**src/rtl/pipeline_control.sv**
```systemverilog
// Purpose: turns EX/MEM hazard codes, load flag and branch resolution into forwarding selects, load-use stalls and flushes.
// Latency: stall/bubble/flush are combinational in the same cycle; forwarding selects are registered (1 cycle).
// Backpressure: none accepted; the block itself stalls IF/ID for one cycle on a load-use hazard.
module pipeline_control #(
  parameter int CNT_W = 16
) (
  input  logic             clk,
  input  logic             rst,
  input  logic [3:0]       hazard_ex,
  input  logic [3:0]       hazard_mem,
  input  logic             ex_is_load,
  input  logic             branch_taken,
  output logic [1:0]       fwd_a_sel,
  output logic [1:0]       fwd_b_sel,
  output logic             stall_if,
  output logic             stall_id,
  output logic             bubble_ex,
  output logic             flush_if,
  output logic             flush_id,
  output logic [CNT_W-1:0] stall_count,
  output logic [CNT_W-1:0] flush_count
);

  localparam logic [2:0] FROM_EX_RS1  = 3'b001;
  localparam logic [2:0] FROM_EX_RS2  = 3'b010;
  localparam logic [2:0] FROM_MEM_RS1 = 3'b011;
  localparam logic [2:0] FROM_MEM_RS2 = 3'b100;

  localparam logic [1:0] SEL_RF  = 2'b00;
  localparam logic [1:0] SEL_EX  = 2'b01;
  localparam logic [1:0] SEL_MEM = 2'b10;

  localparam logic [CNT_W-1:0] CNT_ONE = {{(CNT_W-1){1'b0}}, 1'b1};

  typedef enum logic [1:0] {RUN, LOAD_STALL, FLUSH} state_t;

  state_t     state;
  state_t     state_nxt;
  logic       ex_rs1;
  logic       ex_rs2;
  logic       mem_rs1;
  logic       mem_rs2;
  logic       ex_hit;
  logic [1:0] sel_a_nxt;
  logic [1:0] sel_b_nxt;

  // Each detector only reports hazards belonging to its own source; other codes mean "none".
  assign ex_rs1  = hazard_ex[3]  && (hazard_ex[2:0]  == FROM_EX_RS1);
  assign ex_rs2  = hazard_ex[3]  && (hazard_ex[2:0]  == FROM_EX_RS2);
  assign mem_rs1 = hazard_mem[3] && (hazard_mem[2:0] == FROM_MEM_RS1);
  assign mem_rs2 = hazard_mem[3] && (hazard_mem[2:0] == FROM_MEM_RS2);
  assign ex_hit  = ex_rs1 || ex_rs2;

  // Forwarding select candidates: EX holds the youngest producer, so it wins over MEM.
  always_comb begin
    sel_a_nxt = SEL_RF;
    sel_b_nxt = SEL_RF;
    if (ex_rs1)       sel_a_nxt = SEL_EX;
    else if (mem_rs1) sel_a_nxt = SEL_MEM;
    if (ex_rs2)       sel_b_nxt = SEL_EX;
    else if (mem_rs2) sel_b_nxt = SEL_MEM;
  end

  // State register; reset aborts any stall or flush in progress.
  always_ff @(posedge clk) begin
    if (rst) state <= RUN;
    else     state <= state_nxt;
  end

  // Next state: a taken branch beats load-use; stall and flush slots each last one cycle.
  always_comb begin
    state_nxt = RUN;
    case (state)
      RUN: begin
        if (branch_taken)             state_nxt = FLUSH;
        else if (ex_hit && ex_is_load) state_nxt = LOAD_STALL;
        else                          state_nxt = RUN;
      end
      LOAD_STALL: state_nxt = branch_taken ? FLUSH : RUN;
      FLUSH:      state_nxt = branch_taken ? FLUSH : RUN;
      default:    state_nxt = RUN;
    endcase
  end

  // Control outputs: load-use stall only from RUN; a taken branch flushes from any state.
  always_comb begin
    stall_if  = 1'b0;
    stall_id  = 1'b0;
    bubble_ex = 1'b0;
    flush_if  = 1'b0;
    flush_id  = 1'b0;
    if (!rst) begin
      flush_if = branch_taken;
      flush_id = branch_taken;
      if (state == RUN && !branch_taken && ex_hit && ex_is_load) begin
        stall_if  = 1'b1;
        stall_id  = 1'b1;
        bubble_ex = 1'b1;
      end
    end
  end

  // Registered selects: cleared when the slot entering EX is a bubble or a flushed instruction.
  always_ff @(posedge clk) begin
    if (rst) begin
      fwd_a_sel <= SEL_RF;
      fwd_b_sel <= SEL_RF;
    end else if (branch_taken || stall_if || state == FLUSH) begin
      fwd_a_sel <= SEL_RF;
      fwd_b_sel <= SEL_RF;
    end else begin
      fwd_a_sel <= sel_a_nxt;
      fwd_b_sel <= sel_b_nxt;
    end
  end

  // Saturating performance counters, one count per stall cycle / flush event.
  always_ff @(posedge clk) begin
    if (rst) begin
      stall_count <= '0;
      flush_count <= '0;
    end else begin
      if (stall_if && stall_count != '1) stall_count <= stall_count + CNT_ONE;
      if (flush_if && flush_count != '1) flush_count <= flush_count + CNT_ONE;
    end
  end

endmodule
```
**config.mk**
```make
export PLATFORM = sky130hd
export DESIGN_NAME = pipeline_control
export DESIGN_NICKNAME = d
export VERILOG_FILES = /design/src/rtl/pipeline_control.sv
export SDC_FILE = /design/constraint.sdc
export NUM_CORES = 1
export LEC_CHECK = 0
export ABC_AREA = 1
export CAP_MARGIN = 20
export CORE_UTILIZATION = 54
export DETAILED_ROUTE_END_ITERATION = 8
export PLACE_DENSITY = 0.86
export SLEW_MARGIN = 15
export SYNTH_ARGS = -nofsm -noshare
export SYNTH_HDL_FRONTEND = slang
export SYNTH_SLANG_ARGS = --single-unit
export TNS_END_PERCENT = 30
```
**constraint.sdc**
```tcl
create_clock -name clk -period 3.86 [get_ports clk]
set_input_delay 0.965 -clock clk [delete_from_list [all_inputs] [get_ports clk]]
set_output_delay 0.965 -clock clk [all_outputs]
set_load 0.02 [all_outputs]
```
## Yosys cells after proc, flatten, opt, wreduce, memory -nomap -nowiden

Index checks and enable logic that the tools add are counted.

- $add $sub $neg: 2
- Eq/ne operators: 8
- Multiplexer cells: 11
- Reductions and logical operators: 19

Operator list:

| operator | number |
|---|---|
| $add 16x1->16 const B | 2 |
| $ne 16x16->1 const B | 2 |
| $logic_and 1x1->1 | 10 |
| $mux 2 | 4 |
| $eq 3x2->1 const B | 2 |
| $mux 1 | 6 |
| $reduce_or 3->1 | 2 |
| $pmux 2 s2 | 1 |
| $reduce_or 2->1 | 2 |
| $eq 3x1->1 const B | 1 |
| $eq 3x3->1 const B | 1 |
| $logic_or 1x1->1 | 3 |
| $eq 2x1->1 const B | 1 |
| $eq 2x2->1 const B | 1 |
| $logic_not 2->1 | 1 |
| $logic_not 1->1 | 1 |

- Bits in registers: 38
- Input bits: 12
- Output and inout bits: 41
- Word-level logic and storage cells: 47

## Logic depth before layout (Yosys ltp)

- Depth after elaboration: 10
- Depth in mapped cells: 10

## Worst setup path after synthesis

No wires, ideal clock.

- Path kind: input to output
- Start: input hazard_ex[3]
- End: output stall_id
- Data arrival time: 1735 ps
- Required time: 2895 ps
- Setup slack: 1160 ps
- Stages: 7
- Cells stage by stage: inv_1 -> nor2_2 -> nand2_1 -> nand2_1 -> nand2_2 -> inv_1 -> buf_4

- Cells in the longest elaborated chain, start to end: 6
- Elaborated cells between the ends (all ways): 7
- Those cells by class: 2 x mux; 5 x reduce/logical

RTL lines:

| item | RTL line | RTL |
|---|---|---|
| start: declaration | 9 | `input logic [3:0] hazard_ex,` |
| $logic_and 1x1->1, on equally long branches | 48, 49 |  |
| $logic_or 1x1->1 * | 52 | `assign ex_hit = ex_rs1 \|\| ex_rs2;` |
| $logic_and 1x1->1 * (2 in a row) | 95 | `if (state == RUN && !branch_taken && ex_hit && ex_is_load) begin` |
| $mux 1 * (2 in a row) | n/a |  |
| end: declaration | 16 | `output logic stall_id,` |

Mark *: on every way between the ends. The rest lies on a longest branch, timed or not.

## Worst setup path after layout

- Start: input hazard_ex[1]
- End: output stall_if

- Cells in the longest elaborated chain, start to end: 7
- Elaborated cells between the ends (all ways): 9
- Those cells by class: 2 x eq/ne; 2 x mux; 5 x reduce/logical

RTL lines:

| item | RTL line | RTL |
|---|---|---|
| $eq 3x1->1 / $eq 3x2->1 (equally long branches) | 48, 49 |  |
| $logic_and 1x1->1, on equally long branches | 48, 49 |  |
| $logic_or 1x1->1 * | 52 |  |
| $logic_and 1x1->1 * (2 in a row) | 95 |  |
| $mux 1 * | 95 |  |
| $mux 1 * | 92 | `if (!rst) begin` |
| end: declaration | 15 | `output logic stall_if,` |

Marked as above.

==> flow_summary.toml <==
[outcome]
status = "finished, final reports clean"

[die]
design.core.area_mm2 = 0.004000
dieHeight_um = 66.71
start_util_pct = 56.52
die_w_um = 66.71
die_area_mm2 = 0.004450
io_pins = 53
rows = 23

[cts]
cts_inserted_buffers = 5
root_buffer = "clkbuf_8"
insertion_delay_ps = 290
postCtsSetupBuffers = 0
cts_tree = "done"
cts_resized = 0
cts_hold_buf = 0
path_clk_slew_ps = 80
clock_sinks = 38
htreeDepth = 2
cts_buffer_depth = 2

[critical_path]
crit_fanout = 6
critical_path_required_ps = 2890
cp_cell_sequence = "clkdlybuf4s50_1 -> inv_1 -> nor2_1 -> nand2_1 -> nand2_1 -> nand2_2 -> inv_1 -> clkdlybuf4s50_1"
path_delay_family = "buffers and inverters"
reg2regPathDepth = 10
slowest_stage = "clkdlybuf4s50_1"
cp_data_arrival_time_ps = 2670
r2r_start = "flush_count[0]$_SDFFE_PP0P_"
crit_type = "primary input to output pin"
rrSetupSlack_ps = 2170
start_kind = "primary input"
crit_path_end_kind = "output pin"
path_buf_inv = 4
slowest_delay_ps = 620
r2r-end = "flush_count[8]$_SDFFE_PP0P_"

[cells_and_area]
nFillCells = 342
nets = 407
area_delta_synth_final_pct = 27.84
seq_area_um2 = 760.7
layout-drive-gt1-share_pct = 12.28
finalCoreUtilization_pct = 72.26
diodes = 0
multi_input_area_mm2 = 0.001324

[sta]
setup_violations = 0
worst_pin_slew_ps = 391.8
drv_slew = 0
timing.final.crit_share_pct = 94.22
fmax_mhz = 275.0
tns_ps = 0
setup_ws_ps = 223.3
clock_skew_ps = 8.061
hold_viol = 0
min_period_ps = 3637
whs_ps = 515.8
max_slew_margin_pct = 73.78
rsz0062_at_grt = "no"

[global_routing]
grt_overflow = 0
track_usage_pct = 25.10
antenna_found_initial = 0
grt_max_degree = 18
grt_pass1_vias = 2079
grt_first_pass_wirelength_um = 8597

[placed_design]
post-dp-hpwl_um = 3771
port_buffers = 52
gp_congestion = 0.8188
post-place-ws_ps = 226.0

[synth]
ys_types = 28
ys_top_cells_by_area = "dfxtp_1 (34%), nand2_1 (19%), nor2_1 (7.8%)"
synth.most_common_cell = "nand2_1"
ys.flop_type = "dfxtp_1"
synth_edf_count = 0
avgSynthCellArea_um2 = 6.709
ys_seq_area_share_pct = 33.65
ys_top_cells_by_count = "nand2_1 (112), nor2_1 (47), dfxtp_1 (38)"
yosys.area.top_type = "dfxtp_1"
async_flop_share_pct = 0
ys_ff_latch = 38
syn_inst = 337
syn_nets = 354
syn_area_mm2 = 0.002261
yosysTopAreaCellShare_pct = 33.65
ys_warn_count = 0

[route]
vias = 2265
dr.pass1.iters = 4
post_drt_wl_per_cell_um = 11.47
drtIter0Drc = 140
drc_errors = 0
ant_nets = 0
via_per_inst = 5.136
routed_wl_um = 5060

[run]
maxCapViolCount = 0

[pwr]
power_density_mw_per_mm2 = 256.5
ir_drop_v = 0.0001698
power_uw = 741.3
p_leak_uw = 0.001034

[hold_path]
hold_class = "flop to flop"
hold_end = "flush_count[15]$_SDFFE_PP0P_"
min_from = "flush_count[15]$_SDFFE_PP0P_"
hold_depth = 2
sequential cells by signal, indices dropped and copies added, names as in the netlist:
signal,cells
flush_count,16
fwd_b_sel,2
fwd_a_sel,2
state,2
stall_count,16
final cells by class:
class,count,area share [%]
multi-input combinational,261,45.80
sequential,38,26.32
timing repair buffer,55,18.79
inverter,29,3.766
clock buffer,7,2.987
tap,50,2.165
clock inverter,1,0.1732
how the worst max path moves through the flow:
stage               cells past startpoint  endpoint          from
global placement                        8  stall_id  hazard_ex[0]
detailed placement                      8  stall_if  hazard_ex[3]
floorplan                               7  stall_id  hazard_ex[3]
global route                            8  stall_if  hazard_ex[3]
CTS                                     8  stall_if  hazard_ex[3]
finish                                  8  stall_if  hazard_ex[1]
layer usage:
metal	vias up	GRT usage, %	share of wire [%]
li1	1174	-	-
met1	1028	26.94	43
met2	55	47.47	51
met3	8	5.479	4.7
met4	0	8.511	1.4
met5	-	0	0
where the power goes:
| part | switching [uW] | total [uW] | internal (uW) |
|---|---|---|---|
| Clock | 141 | 285 | 144 |
| Sequential | 3.38 | 398 | 395 |
| Combinational | 31.9 | 57.6 | 25.7 |
| Total | 177 | 741 | 565 |
cell usage in the layout (no fill, tap or decap), types with 2 or more instances in the layout:
cell             Yosys  routed
a21oi_2             11      11
nor2_1              47      47
nor2_4               6       6
inv_1               26      26
nor3_1               5       5
nand3_1             16      16
clkbuf_8             0       6
buf_4                3       3
xor2_1               3       3
dfxtp_1             38      38
ha_1                 5       5
xnor2_1              6       6
a21oi_1             14      14
nand2_1            112     112
o21ai_0              8       8
nand2_2              6       6
nor2_2               8       8
clkdlybuf4s50_1      0      52
nand4_1              7       7
inv_2                2       2
logic make-up (layout without fill, tap and decap cells):
logic type | after synthesis | count (layout) | share of synthesized area, %
AOI/OAI and AO/OA | 35 | 35 | 10.07
xor gates and xnor gates | 9 | 9 | 3.487
adders and majority gates | 5 | 5 | 2.767
DFF | 38 | 38 | 33.65
buffers and inverters | 38 | 92 | 7.803
and+or+nand+nor | 212 | 212 | 42.22
worst reg2reg max path, delay by kind of cell (launching register included):
family	cells	cell delay, ps
flops	1	360
buf+inv	1	100
fa+ha+maj	1	280
simple gates	8	900
through the flow:
| step | instances | instance area (um2) |
|---|---|---|
| global route | 441 | 2890 |
| detailed placement | 433 | 2799 |
| CTS | 441 | 2890 |
| global placement | 433 | 2799 |
| floorplan | 337 | 2261 |
| finish | 441 | 2890 |
No activity file was read; power rests on OpenSTA's default activity.
